File: config.mk
export PLATFORM = sky130hd
export DESIGN_NAME = pio_cmd_bridge
export DESIGN_NICKNAME = d
export VERILOG_FILES = /design/src/rtl/pio_cmd_bridge.sv
export SDC_FILE = /design/constraint.sdc
export NUM_CORES = 1
export LEC_CHECK = 0
export CAP_MARGIN = 40
export CORE_AREA = 2 2 117 119
export CTS_CLUSTER_SIZE = 8
export DETAILED_ROUTE_END_ITERATION = 10
export DIE_AREA = 0 0 119 121
export PLACE_DENSITY = 0.76
export REMOVE_ABC_BUFFERS = 1
export SYNTH_ARGS = -nofsm -noshare
export SYNTH_HDL_FRONTEND = slang
export SYNTH_SLANG_ARGS = --single-unit
File: constraint.sdc
create_clock -name clk -period 6.3 [get_ports clk]
set_input_delay 0.945 -clock clk [delete_from_list [all_inputs] [get_ports clk]]
set_output_delay 0.945 -clock clk [all_outputs]
set_load 0.02 [all_outputs]
File: src/rtl/pio_cmd_bridge.sv
// Byte-stream command initiator for the PIO host command interface.
// Decodes 6-byte frames, issues one PIO action and streams back a status (plus popped word for PULL).
module pio_cmd_bridge #(
  parameter int TIMEOUT = 100000,
  parameter int CW      = 17
) (
  input  logic        clk,
  input  logic        reset,
  input  logic        in_valid,
  input  logic [7:0]  in_data,
  output logic        in_ready,
  output logic        out_valid,
  output logic [7:0]  out_data,
  input  logic        out_ready,
  output logic [3:0]  action,
  output logic [1:0]  mindex,
  output logic [4:0]  index,
  output logic [31:0] din,
  input  logic [31:0] dout,
  input  logic [3:0]  full,
  input  logic [3:0]  empty
);

  typedef enum logic [2:0] {
    S_HDR   = 3'd0,
    S_IDX   = 3'd1,
    S_DAT   = 3'd2,
    S_CHK   = 3'd3,
    S_ISSUE = 3'd4,
    S_CAP   = 3'd5,
    S_RSP   = 3'd6
  } state_e;

  localparam logic [3:0]    ACT_NONE  = 4'd0;
  localparam logic [3:0]    ACT_PULL  = 4'd3;
  localparam logic [3:0]    ACT_PUSH  = 4'd4;
  localparam logic [3:0]    ACT_MAX   = 4'd12;
  localparam logic [7:0]    ST_OK     = 8'h00;
  localparam logic [7:0]    ST_EMPTY  = 8'h01;
  localparam logic [7:0]    ST_FULL   = 8'h02;
  localparam logic [7:0]    ST_BADCMD = 8'h03;
  localparam logic [CW-1:0] TO_ONE    = CW'(1);
  localparam logic [CW-1:0] TO_LIMIT  = CW'(TIMEOUT);
  localparam bit            TO_EN     = (TIMEOUT != 0);

  // Status of a decoded frame against the current FIFO flags of its target machine.
  function automatic logic [7:0] frame_status(input logic [3:0] code, input logic [1:0] m,
                                               input logic [3:0] full_v, input logic [3:0] empty_v);
    logic [7:0] st;
    if ((code == ACT_NONE) || (code > ACT_MAX)) begin
      st = ST_BADCMD;
    end else if ((code == ACT_PULL) && empty_v[m]) begin
      st = ST_EMPTY;
    end else if ((code == ACT_PUSH) && full_v[m]) begin
      st = ST_FULL;
    end else begin
      st = ST_OK;
    end
    return st;
  endfunction

  state_e        state_q, state_d;
  logic          in_ready_q, in_ready_d;
  logic          out_valid_q, out_valid_d;
  logic [7:0]    out_data_q, out_data_d;
  logic [3:0]    action_q, action_d;
  logic [1:0]    mindex_q, mindex_d;
  logic [4:0]    index_q, index_d;
  logic [31:0]   din_q, din_d;
  logic [3:0]    f_code_q, f_code_d;
  logic [1:0]    f_mindex_q, f_mindex_d;
  logic [4:0]    f_index_q, f_index_d;
  logic [31:0]   f_din_q, f_din_d;
  logic [1:0]    bcnt_q, bcnt_d;
  logic [CW-1:0] to_cnt_q, to_cnt_d;
  logic [7:0]    status_q, status_d;
  logic [31:0]   shift_q, shift_d;
  logic [2:0]    rem_q, rem_d;

  logic          in_fire_s;
  logic          out_fire_s;
  logic          to_expire_s;
  logic [CW-1:0] to_next_s;

  assign in_fire_s   = in_valid && in_ready_q;
  assign out_fire_s  = out_valid_q && out_ready;
  assign to_next_s   = TO_EN ? (to_cnt_q + TO_ONE) : to_cnt_q;
  assign to_expire_s = TO_EN && ((to_cnt_q + TO_ONE) == TO_LIMIT);

  // Next-state and datapath decode for the frame/issue/response sequence.
  always_comb begin
    state_d     = state_q;
    out_valid_d = out_valid_q;
    out_data_d  = out_data_q;
    action_d    = ACT_NONE;
    mindex_d    = mindex_q;
    index_d     = index_q;
    din_d       = din_q;
    f_code_d    = f_code_q;
    f_mindex_d  = f_mindex_q;
    f_index_d   = f_index_q;
    f_din_d     = f_din_q;
    bcnt_d      = bcnt_q;
    to_cnt_d    = '0;
    status_d    = status_q;
    shift_d     = shift_q;
    rem_d       = rem_q;

    case (state_q)
      S_HDR: begin
        if (in_fire_s) begin
          f_code_d   = in_data[3:0];
          f_mindex_d = in_data[7:6];
          state_d    = S_IDX;
        end else begin
          state_d = S_HDR;
        end
      end
      S_IDX: begin
        if (in_fire_s) begin
          f_index_d = in_data[4:0];
          bcnt_d    = 2'd0;
          state_d   = S_DAT;
        end else if (to_expire_s) begin
          state_d = S_HDR;
        end else begin
          to_cnt_d = to_next_s;
        end
      end
      S_DAT: begin
        if (in_fire_s) begin
          // din arrives LSB first, so shift each byte in from the top.
          f_din_d = {in_data, f_din_q[31:8]};
          bcnt_d  = bcnt_q + 2'd1;
          if (bcnt_q == 2'd3) begin
            mindex_d = f_mindex_q;
            index_d  = f_index_q;
            din_d    = {in_data, f_din_q[31:8]};
            state_d  = S_CHK;
          end else begin
            state_d = S_DAT;
          end
        end else if (to_expire_s) begin
          state_d = S_HDR;
        end else begin
          to_cnt_d = to_next_s;
        end
      end
      S_CHK: begin
        status_d = frame_status(f_code_q, mindex_q, full, empty);
        if (status_d == ST_OK) begin
          action_d = f_code_q;
        end else begin
          action_d = ACT_NONE;
        end
        state_d = S_ISSUE;
      end
      S_ISSUE: begin
        if ((f_code_q == ACT_PULL) && (status_q == ST_OK)) begin
          state_d = S_CAP;
        end else begin
          out_valid_d = 1'b1;
          out_data_d  = status_q;
          rem_d       = 3'd0;
          state_d     = S_RSP;
        end
      end
      S_CAP: begin
        shift_d     = dout;
        out_valid_d = 1'b1;
        out_data_d  = status_q;
        rem_d       = 3'd4;
        state_d     = S_RSP;
      end
      S_RSP: begin
        if (out_fire_s) begin
          if (rem_q == 3'd0) begin
            out_valid_d = 1'b0;
            state_d     = S_HDR;
          end else begin
            out_data_d = shift_q[7:0];
            shift_d    = {8'h00, shift_q[31:8]};
            rem_d      = rem_q - 3'd1;
          end
        end else begin
          state_d = S_RSP;
        end
      end
      default: begin
        out_valid_d = 1'b0;
        state_d     = S_HDR;
      end
    endcase

    in_ready_d = (state_d == S_HDR) || (state_d == S_IDX) || (state_d == S_DAT);
  end

  // FSM state register.
  always_ff @(posedge clk or negedge reset) begin
    if (!reset) begin
      state_q <= S_HDR;
    end else begin
      state_q <= state_d;
    end
  end

  // Registered outputs and frame/response datapath.
  always_ff @(posedge clk or negedge reset) begin
    if (!reset) begin
      in_ready_q  <= 1'b0;
      out_valid_q <= 1'b0;
      out_data_q  <= 8'h00;
      action_q    <= 4'd0;
      mindex_q    <= 2'd0;
      index_q     <= 5'd0;
      din_q       <= 32'h0000_0000;
      f_code_q    <= 4'd0;
      f_mindex_q  <= 2'd0;
      f_index_q   <= 5'd0;
      f_din_q     <= 32'h0000_0000;
      bcnt_q      <= 2'd0;
      to_cnt_q    <= '0;
      status_q    <= 8'h00;
      shift_q     <= 32'h0000_0000;
      rem_q       <= 3'd0;
    end else begin
      in_ready_q  <= in_ready_d;
      out_valid_q <= out_valid_d;
      out_data_q  <= out_data_d;
      action_q    <= action_d;
      mindex_q    <= mindex_d;
      index_q     <= index_d;
      din_q       <= din_d;
      f_code_q    <= f_code_d;
      f_mindex_q  <= f_mindex_d;
      f_index_q   <= f_index_d;
      f_din_q     <= f_din_d;
      bcnt_q      <= bcnt_d;
      to_cnt_q    <= to_cnt_d;
      status_q    <= status_d;
      shift_q     <= shift_d;
      rem_q       <= rem_d;
    end
  end

  assign in_ready  = in_ready_q;
  assign out_valid = out_valid_q;
  assign out_data  = out_data_q;
  assign action    = action_q;
  assign mindex    = mindex_q;
  assign index     = index_q;
  assign din       = din_q;

endmodule

==> impl.org, run 1 <==
** Run status
- The flow ran to the end, and the final reports show no timing, DRC or antenna violations.

** Pwr
- Peak VDD IR :: 0.000316 V
- Sw Ratio :: 34.1%
- Power per cell area :: 476 nW/um^2
- Static power due to leakage :: 3.54 nW
- Relative contribution of sequential cells to total power :: 40.9%
- Of the total power, the clock network draws 24.2%.
- Per report_power, the combinational group accounts for 34.9% of the total.
- Cell internal power was estimated by the tool at 2.61 mW.
- Summed over all nets, the switching power comes to 1.35 mW.

** Worst setup path
- Along the worst path, the maximum fanout reaches 29.
- At the worst endpoint, the required time is 6.60 ns.
- Worst path arrival time :: 2.91 ns
- Worst r2r src :: state_q[2]
- STA classifies the critical path startpoint as a primary input.
- Setup slack on the worst reg-to-reg path comes out at 3.91 ns.
- The worst register-to-register path ends at mindex[0].
- Counting cells, the worst reg-to-reg path comes to 7.
- Critical path capture point type :: register
- The worst setup path is of the primary input to register kind.

** Route
- WL per Instance :: 15.8 um
- In this run, the number of DRC markers left after iteration 0 of detailed routing was 232.
- After detailed routing, the total wire length is 13300 um.
- Dividing the detail-routed via count by the number of cells gives 5.35.
- The first TritonRoute pass finished after 4 iterations.
- Final routed DRC violation total :: 0
- The count of nets left with antenna violations once routing finished came out at 0.
- Vias after detailed routing :: 4523

** Placement
- Total half-perimeter wirelength after legalization and detailed placement :: 8990 um
- After detailed placement, the design holds a cell count of 813.
- Port Buffer Count :: 104
- GP Congestion :: 0.820

** Clock tree
- In this run, post-CTS repair resized a total of 0 instances.
- In this run, post-CTS hold repair placed 0 buffers.
- The clock reaches the later pin of the worst-skew pair after 0.42 ns.
- Maximum clock path buffer count :: 2
- Once the clock tree was built, the setup fixing pass inserted 0 buffers.
- Root buffer cell :: clkbuf_16
- Clock-pin slew was measured on the worst setup and hold paths at 0.06 ns.
- Clock Sink Count :: 147
- The H-tree was split into 4 levels.
- TritonCTS built the clock tree.
- Number of CTS-inserted buffers :: 17

** Yosys
- The synthesized design spends more area on one cell type than any other, namely dfrtp_1.
- Number of flops mapped to enable cells by yosys :: 0
- Top cells by instance count after synthesis :: 147 x dfrtp_1, 76 x nand2_1, 74 x mux2_2
- Syn. warnings :: 0
- Summing the sequential cell areas from Yosys gives 56.8% of the chip area.
- Leading post-synthesis cells by cell area :: dfrtp_1 57%, mux2_2 13%, nand2_1 4.4%, mux2i_1 4.3%, o21ai_0 3.9%
- The share of synthesized area in the top cell type comes to 56.8%.
- Post-synthesis sequential element count :: 147
- After synthesis the cells add up to 6470 um^2.
- Averaged over all synthesized cells, the footprint is 11.7 um^2.
- Most numerous cell in the Yosys netlist :: dfrtp_1
- Async set or reset register ratio after synthesis :: 100%
- The most used flip-flop cell after synthesis is dfrtp_1.
- The synthesized netlist contains 52 unique library cells.
- Synthesis produced a netlist whose cell count is 553.

** Floorplanning
- Once the floorplan was initialized, standard cells occupied 49.5% of the core.
- The die covers 14400 um^2.
- Vert. Die Dim :: 121 um
- The floorplan step set the die width to 119 um.
- In this run the core area contains 42 standard-cell rows.
- Placeable core area :: 13100 um^2
- Io pins :: 105

** Timing
- In the finished design, the share of the clock period the worst path needs comes to 41.5%.
- For this run, the top clock speed supported by timing is 383 MHz.
- Hold timing on the final database bottoms out at a slack of 0.477 ns.
- Setup-failing EPs final :: 0
- The clock arrives with 0.00537 ns of skew.
- The number of pins with negative max-slew slack in the final report came to 0.
- The number of hold-slack violations in the final timing report came to 0.
- Clock period minus worst slack :: 2.61 ns
- After routing, the total negative slack on setup checks comes to 0 ns.
- In this run the tightest slew margin relative to its limit is 48.2%.
- Setup repair after global routing left no endpoint under its margin.
- Slew at the pin closest to its max-slew limit :: 0.772 ns

** Min path
- The path with the worst hold slack has its endpoint at out_data[2].
- Along the worst hold path, the cell count comes to 2.
- HP Class :: register to register
- The startpoint identified for the worst hold timing path is out_data[2].

** Finish
- Counting the fill cells in the layout gives 1022.
- Measured on the finished design, the core utilization comes to 63.6%.
- Share of layout cells above drive strength 1 :: 19.0%
- In the final design database the tool counted 712 nets.
- The repair_antennas step left the layout with diodes totalling 0.
- Once layout is complete, the cells apart from fillers number 845.
- Compared with the post-synthesis result, the final layout area differs by 28.6%.

** Global route
- First-pass GRT wire length :: 22700 um
- The total overflow left after global routing is 0.
- The initial antenna violation count is 0.
- For this run, the total global-route usage over all layers was measured as 20.1%.
- Via count of the first global-routing pass :: 4712
- Pin count of the biggest net entering global routing :: 69

** Job
- The tool flagged a number of max-cap violations equal to 0.
==> worst max path at each step <==
stage                         from         to  slack, ns  depth (start not counted)
after global routing      in_valid  mindex[0]       3.54                          7
after floorplan           in_valid     din[0]       2.94                          4
after CTS                 in_valid  mindex[0]       3.69                          7
after detailed placement  in_valid    din[22]       3.25                          7
after global placement    in_valid    din[31]       3.02                          6
final                     in_valid  mindex[0]       3.69                          7
==> layer usage <==
| metal | vias to the layer above | wire, um | track usage, % |
|---|---|---|---|
| li1 | 2160 | - | - |
| met3 | 12 | 625 | 5.03 |
| met4 | 0 | 135 | 8.18 |
| met2 | 103 | 6790 | 34.1 |
| met5 | - | 0 | 0 |
| met1 | 2248 | 5770 | 24.7 |
==> power groups by stage <==
stage          clock network, mW  registers, mW  logic, mW
3_3_place_gp                   0           1.60       1.31
5_1_grt                     1.02           1.67       1.50
2_1_floorplan                  0           1.73      0.682
6_report                   0.958           1.62       1.38
4_1_cts                    0.982           1.62       1.40
3_5_place_dp                   0           1.62       1.39
==> area by class of cell <==
class	instances	area [um^2]	share of cell area [%]
inverters	6	22.5	0.271
repair buffers	112	1150	13.9
clock buffers	18	439	5.28
multi-input cells	372	2680	32.2
well taps	176	220	2.65
clock inverters	14	131	1.58
flip-flops and latches	147	3680	44.2
==> metrics by stage <==
step                      instance area [um^2]  total power [mW]  setup WS [ns]
after floorplan                           6360              2.41           2.94
after global placement                    7670              2.92           3.02
after detailed placement                  7750              3.01           3.25
after CTS                                 8320              4.00           3.69
after global routing                      8320              4.20           3.54
final                                     8320              3.96           3.69
==> state kept, by name, summed over array words and instances (netlist names), 3 cells and up <==
signal / count
out_data: 8
f_code_q: 4
rem_q: 3
shift_q: 32
din: 32
action: 4
state_q: 3
to_cnt_q: 17
index: 5
f_din_q: 24
f_index_q: 5
==> worst max-delay path, cell delays in order <==
cell and delay, ns:
clkdlybuf4s50_1 0.50, nand3_1 0.18, nor2_2 0.12, buf_4 0.33
nand2_2 0.27, buf_12 0.25, mux2_2 0.29
==> kinds of logic after synthesis <==
family	share of synthesized area [%]
flops	56.8
mux	17.9
simple gates	12.1
fa+ha+maj	0.773
xor+xnor	1.89
buf+inv	2.13
compound gates	8.35
==> cells in the final DEF, fill, tap and decap left out, types with 5 or more instances in the layout <==
cell / n
xor2_1: 8
dfrtp_1: 147
clkdlybuf4s50_1: 103
and2_1: 6
o21ai_0: 49
mux2i_1: 28
clkbuf_16: 17
nor2_1: 19
a211oi_1: 7
nand4_1: 6
mux2_2: 74
and3_1: 5
a21oi_1: 13
xnor2_1: 6
nand2_1: 75
buf_4: 5
nor4_1: 7
nand3_1: 10
nor3_1: 6
inv_1: 6
(Power assumes the default switching activity.)
==> inputs of run 2 (changes only) <==
Settings changed: CORE_AREA 2 2 117 119 to 2 2 120 122, DIE_AREA 0 0 119 121 to 0 0 122 124, PLACE_DENSITY 0.76 to 0.75.
Clock period 6.3 ns to 2.3 ns, I/O delays scaled along.
==> run 2 against run 1 <==
  * Critical path depth shrank 2
  * Clock-buffer cell count did not move
  * Worst setup slack worse by 3.6 ns
  * Cell area increased by 2.2%
  * Die area increased by 5.1%
  * First-iteration DRC count shrank 4.7%
  * Sequential share of layout area down 0.96 points
  * Worst hold slack got worse by 0.033 ns
  * Largest cell class unchanged
  * Highest routed layer unchanged
==> impl.org, run 2 (same netlist as run 1, synthesis figures left out) <==
** Timing
- The transition time at the pin with the least slew margin was 0.578 ns (-0.194 ns).
- The worst-case clock skew is 0.00905 ns (+0.00368 ns).
- The number of pins with negative max-slew slack in the final report is 0 (unchanged).
- Max-Slew Margin vs Limit :: 61.0% (+13 points)
- Achievable frequency :: 442 MHz
- Post-route worst hold slack :: 0.444 ns (-0.0329 ns)
- The number of hold-slack violations in the final timing report came to 0 (unchanged).
- Final sum of negative setup slack :: 0 ns (unchanged)
- Setup-failing EPs final :: 0 (unchanged)
- Clock period minus worst slack :: 2.26 ns
- The worst path uses 98.3% of the clock period.

** Worst setup path
- Startpoint class of the critical path :: register
- The arrival time at the worst endpoint came to 2.58 ns (-0.33 ns).
- The worst setup path is captured at a register.
- The worst setup path is of the register to register kind.
- The largest fanout of any net on the critical path is 6 (-79%).
- Required time reported for the critical path endpoint :: 2.62 ns (-3.98 ns)
- Delay contributed by the slowest stage of the critical path :: 0.55 ns (+0.05 ns)
- The cell count of the worst reg-to-reg path was 5 (-2).
- The largest individual stage delay along the critical path comes from the cell nor4_1.
- The critical path goes through nand4_1 -> nor4_1 -> mux2i_2 -> a22oi_2 -> a211oi_1.
- Worst-case register-to-register setup slack :: 0.04 ns (-3.87 ns)

** Floorplanning
- Initial cell density of the core :: 47.2% (-2.3 points)
- The number of top-level design ports came to 105 (unchanged).
- Floorplan die width :: 122 um (+2.5%)
- The die outline area is 15100 um^2 (+5.1%).
- The placeable core area came to 13700 um^2 (+4.8%).
- The number of core rows is 43 (+2.4%).
- The die height came to 124 um (+2.5%).

** Run status
- The flow ran to the end, and the final reports show no timing, DRC or antenna violations.

** Finish
- The number of inserted diodes is 0 (unchanged).
- Most frequent cells in the layout :: 147 x dfrtp_1, 103 x clkdlybuf4s50_1, 76 x nand2_1
- Final #Nets :: 730 (+2.5%)
- The number of filler cells placed in the layout came to 1097 (+7.3%).
- Most common cell after layout, fill and taps aside :: dfrtp_1
- The fraction of final layout cells sized beyond drive strength 1 was 21.5% (+2.6 points).
- From synthesis to final layout, the design area changed by 31.5%.

** Route
- The post-route DRC violation count was 0 (unchanged).
- Post-route antenna net violation count :: 0 (unchanged)
- The routed wire length per instance came to 16.4 um (+4.1%).
- The detailed-route wire length was 14200 um (+6.8%).
- The via density per instance came to 5.41 (+1.1%).
- Met2 routed WL :: 7090 um (+4.5%)
- The routed metal-1 wire length was 6220 um (+7.7%).
- Amount of wire on met3 after detailed routing :: 725 um (+16%)
- The first-pass iteration count of the detailed router is 4 (unchanged).
- The first-iteration detailed-routing DRC count came to 221 (-4.7%).
- The number of vias in the routed layout was 4691 (+3.7%).
- The highest layer touched by signal routing is met4.

** Clock tree
- Clock network latency to the later pin of the worst-skew pair :: 0.42 ns (about the same)
- Maximum clock path buffer count :: 2 (unchanged)
- Clock-pin slew on the worst setup and hold paths :: 0.06 ns (about the same)
- Total number of H-tree levels :: 4 (unchanged)
- TritonCTS built the clock tree.
- The clock buffer count from CTS is 17 (unchanged).
- The cell sitting at the root of the clock tree is a clkbuf_16.
- Number of post-CTS setup repair buffers :: 0 (unchanged)
- The total clock sinks was 147 (unchanged).

** Global route
- The first-pass GRT wire length came to 23100 um (+2.0%).
- The global-route usage over all layers is 19.6% (-0.49 points).
- Pin count of the biggest net entering global routing :: 65 (-5.8%)
- The via count of the first global-routing pass was 4763 (+1.1%).
- Global-route congestion overflow total :: 0 (unchanged)
- The initial antenna violation count was 0 (unchanged).

** Min path
- HP Class :: primary input to asynchronous set/reset pin

** Placement
- The post-detailed-placement half-perimeter wirelength is 9490 um (+5.6%).
- The final RePlAce weighted congestion came to 0.863 (+5.2%).
- Port Buffer Count :: 104 (unchanged)

** Job
- Max-cap violations :: 0 (unchanged)

** Pwr
- The static leakage is 3.63 nW (+2.5%).
- Peak VDD IR :: 0.000834 V (+160%)
- Power per cell area :: 1290 nW/um^2 (+170%)
run 2: final timing paths:
path / from / endpoint
min in group clk: dout[31] / shift_q[31]
setup reg to reg: to_cnt_q[6] / to_cnt_q[9]
hold reg to reg: out_data[3] / out_data[3]
max in group asynchronous: reset / f_index_q[2]
hold / removal: reset / f_din_q[23]
setup / recovery: to_cnt_q[6] / to_cnt_q[9]
run 2: timing repair:
item,CTS,global route
hold buffers,1,0
hold endpoints to repair,51,0
resized for setup,0,6
endpoints found under the setup margin,0,9
run 2: worst max-delay path: cells and delay by family, from the launching register on:
family | cells | cell delay, ns
and+or+nand+nor | 2 | 0.78
muxes | 1 | 0.48
DFF | 1 | 0.47
AOI/OAI and AO/OA | 2 | 0.42
run 2: per-stage QoR:
step | power [mW] | std cells | worst slack, ns | util (%) | cell area [um^2]
final | 11.0 | 867 | 0.0392 | 62.0 | 8510
after global routing | 11.7 | 867 | -0.0271 | 62.0 | 8510
after CTS | 11.1 | 866 | 0.0569 | 61.7 | 8470
after detailed placement | 8.31 | 833 | 0.0798 | 57.4 | 7870
after global placement | 8.12 | 833 | 0.197 | 57.4 | 7870
after floorplan | 6.60 | 525 | -0.754 | - | 6360
run 2: cell type report:
cell class,instances,area (um^2),area share (%)
repair buffers,129,1280,15.1
well taps,180,225,2.65
inverters,6,22.5,0.265
flip-flops and latches,147,3680,43.2
multi-input cells,373,2720,31.9
clock buffers,18,429,5.04
clock inverters,14,154,1.81
run 2: routing by layer:
| metal | up-vias | GRT usage (%) |
|---|---|---|
| met3 | 14 | 5.36 |
| met2 | 124 | 32.7 |
| met5 | - | 0 |
| met1 | 2352 | 24.8 |
| li1 | 2201 | - |
| met4 | 0 | 6.68 |
run 2: report_power, final:
group | switching, mW | internal [mW]
Clock | 1.12 | 1.61
Sequential | 0.710 | 3.66
Combinational | 1.91 | 2.00
==> inputs of run 3 (changes only) <==
Settings changed: CORE_AREA 2 2 120 122 to 2 2 129 131, CTS_CLUSTER_SIZE 8 to 28, DIE_AREA 0 0 122 124 to 0 0 131 133, PLACE_DENSITY 0.75 to 0.67.
==> run 3 against run 2 <==
  * Wire length down 3.8%
  * First-iteration DRC count down 6.3%
  * Global-route usage down 3.1 points
  * Cell area up 1.1%
  * Worst setup slack better by 0.096 ns
  * Core utilization down 8.8 points
  * Combinational power about the same
  * Clock power up 7.3%
  * Register-to-register slack better by 0.096 ns
  * Maximum frequency up 4.4%
  * Clock skew up 0.00060 ns
  * Critical endpoint unchanged
  * Largest power group unchanged
==> impl.org, run 3 (same netlist as run 1, synthesis figures left out) <==
** Worst setup path
- CP Class :: register to register
- Family of cells with the greatest summed delay on the critical path :: simple AND/OR/NAND/NOR gates
- CP max FO :: 7 (+1)
- The arrival time at the worst endpoint came to 2.45 ns (-0.13 ns).
- STA classifies the critical path endpoint as a register.
- The data required time of the worst path came to 2.58 ns (-0.04 ns).
- Buffers plus inverters on the worst setup path :: 0 (unchanged)
- Traced cell by cell, the critical path runs through ha_2 -> and4_1 -> nand3_1 -> or4_4 -> a22oi_2 -> a211oi_1.
- The worst setup path is launched from a register.
- The largest stage delay on the critical path is 0.49 ns (-0.06 ns).
- CP max stage cell :: or4_4

** Finish
- Filler cells :: 1373 (+25%)
- The number of inserted diodes was 0 (unchanged).
- The final net count came to 726 (-0.55%).
- From synthesis to final layout, the design area changed by 32.9%.
- The library cell used most frequently in the layout, excluding fill and tap cells, is dfrtp_1.
- The storage element area was 3680 um^2 (unchanged).
- Most frequent cells in the layout :: 147 x dfrtp_1, 103 x clkdlybuf4s50_1, 75 x nand2_1
- Share of layout cells above drive strength 1 :: 21.1% (-0.46 points)
- The final cell area excluding filler cells came to 8600 um^2 (+1.1%).
- The multi-input gate area in the final layout is 2710 um^2 (-0.18%).

** Clock tree
- TritonCTS built the clock tree.
- Total number of H-tree levels :: 4 (unchanged)
- Number of post-CTS setup repair buffers :: 0 (unchanged)
- The source-to-sink clock delay at the later pin of the worst-skew pair was 0.42 ns (about the same).
- Root buffer cell :: clkbuf_16
- The clock slew seen by the registers of the worst setup and hold paths is 0.06 ns (about the same).
- Clock Sink Count :: 147 (unchanged)
- The clock buffer count from CTS was 17 (unchanged).
- The maximum buffer depth of the clock tree came to 2 (unchanged).

** Floorplanning
- The die outline area was 17400 um^2 (+15%).
- Vert. Die Dim :: 133 um (+7.3%)
- Standard-cell row count :: 47 (+9.3%)
- Placeable core area :: 16200 um^2 (+18%)
- The die span in x is 131 um (+7.4%).
- Io pins :: 105 (unchanged)
- Initial cell density of the core :: 40.0% (-7.2 points)

** Route
- TritonRoute pass-1 iters :: 4 (unchanged)
- Detailed Route Iter0 Violations :: 207 (-6.3%)
- The number of vias in the routed layout was 4589 (-2.2%).
- Post-route antenna net violation count :: 0 (unchanged)
- The post-route DRC violation count came to 0 (unchanged).
- WL per Instance :: 15.2 um (-7.7%)
- Via/cell ratio :: 5.08 (-6.1%)
- Total detailed-routing wirelength :: 13700 um (-3.8%)

** Timing
- RSZ-0062 raised after global routing :: false
- Largest clock skew in the final design :: 0.00965 ns (+0.000596 ns)
- Setup-failing EPs final :: 0 (unchanged)
- The transition time at the pin with the least slew margin is 0.503 ns (-0.0752 ns).
- Max-Slew Margin vs Limit :: 66.3% (+5.3 points)
- Post-route worst hold slack :: 0.411 ns (-0.0328 ns)
- The number of pins with negative max-slew slack in the final report was 0 (unchanged).
- Hold violation total from the final report :: 0 (unchanged)
- Achievable frequency :: 462 MHz (+4.4%)
- Final sum of negative setup slack :: 0 ns (unchanged)
- The final critical path time including I/O delays and setup is 2.16 ns (-0.0960 ns).
- Final period util :: 94.1% (-4.2 points)

** Pwr
- The total power density per cell area came to 1300 nW/um^2 (+0.42%).
- The total power after layout is 11.2 mW (+1.5%).
- The static leakage came to 3.65 nW (+0.51%).
- The peak supply drop came to 0.000867 V (+4.0%).

** Run status
- Status :: finished, final reports clean

** Job
- The number of maximum-capacitance violations is 0 (unchanged).

** Placement
- The area of placed instances was 7920 um^2 (+0.60%).
- GP Congestion :: 0.803 (-6.9%)
- Total half-perimeter wirelength after legalization and detailed placement :: 9460 um (-0.32%)
- The count of input and output buffers was 104 (unchanged).

** Global route
- Global-route congestion overflow total :: 0 (unchanged)
- The first-pass GRT wire length is 22700 um (-1.8%).
- The via count of the first global-routing pass is 4732 (-0.65%).
- The global-route usage over all layers came to 16.5% (-3.1 points).
- Pin count of the biggest net entering global routing :: 53 (-18%)
- The initial antenna violation count came to 0 (unchanged).

** Min path
- HP Class :: primary input to asynchronous set/reset pin
-- run 3: repair_timing --
action,4_1_cts,5_1_grt
setup endpoints to repair,0,9
gates resized for setup,0,5
hold buffers,1,0
hold endpoints to repair,44,0
-- run 3: layout make-up --
type	count	share of cell area, %
Clock buffer	18	4.99
Clock inverter	14	2.37
Inverter	6	0.262
Multi-Input combinational cell	373	31.5
Sequential cell	147	42.8
Tap cell	220	3.20
Timing Repair Buffer	125	14.9
-- run 3: per-layer routing --
layer / share of wire (%) / global-route usage, % / vias to the layer above
met5: 0 / 0 / -
met4: 0.97 / 4.49 / 0
met3: 5.5 / 5.62 / 16
met2: 49 / 27.5 / 92
met1: 44 / 20.3 / 2281
li1: - / - / 2200
-- run 3: final timing paths --
| kind | start | to | slack, ns | cells after the start |
|---|---|---|---|---|
| setup / recovery | to_cnt_q[1] | to_cnt_q[9] | 0.14 | 6 |
| hold / removal | reset | din[6] | 0.41 | 2 |
| setup reg to reg | to_cnt_q[1] | to_cnt_q[9] | 0.14 | 6 |
| hold reg to reg | out_data[5] | out_data[5] | 0.48 | 2 |
| max in group asynchronous | reset | bcnt_q[0] | 1.25 | 3 |
| min in group clk | dout[28] | shift_q[28] | 0.47 | 3 |
-- run 3: worst register-to-register path: stages, from the launching register on --
cell	delay, ns
dfrtp_1	0.42
ha_2	0.27
and4_1	0.26
nand3_1	0.14
or4_4	0.49
a22oi_2	0.33
a211oi_1	0.12
-- run 3: per-stage QoR --
stage / worst slack, ns / util [%] / std cells
after floorplan: -0.754 / - / 525
after global placement: 0.156 / 49.0 / 869
after detailed placement: 0.0439 / 49.0 / 869
after CTS: 0.0307 / 53.0 / 902
after global routing: 0.0123 / 53.2 / 903
final: 0.135 / 53.2 / 903
-- run 3: report_power, final --
part / total, mW / switching [mW] / internal, mW
registers: 4.33 / 0.668 / 3.66
logic: 3.92 / 1.90 / 2.02
clock network: 2.93 / 1.09 / 1.83
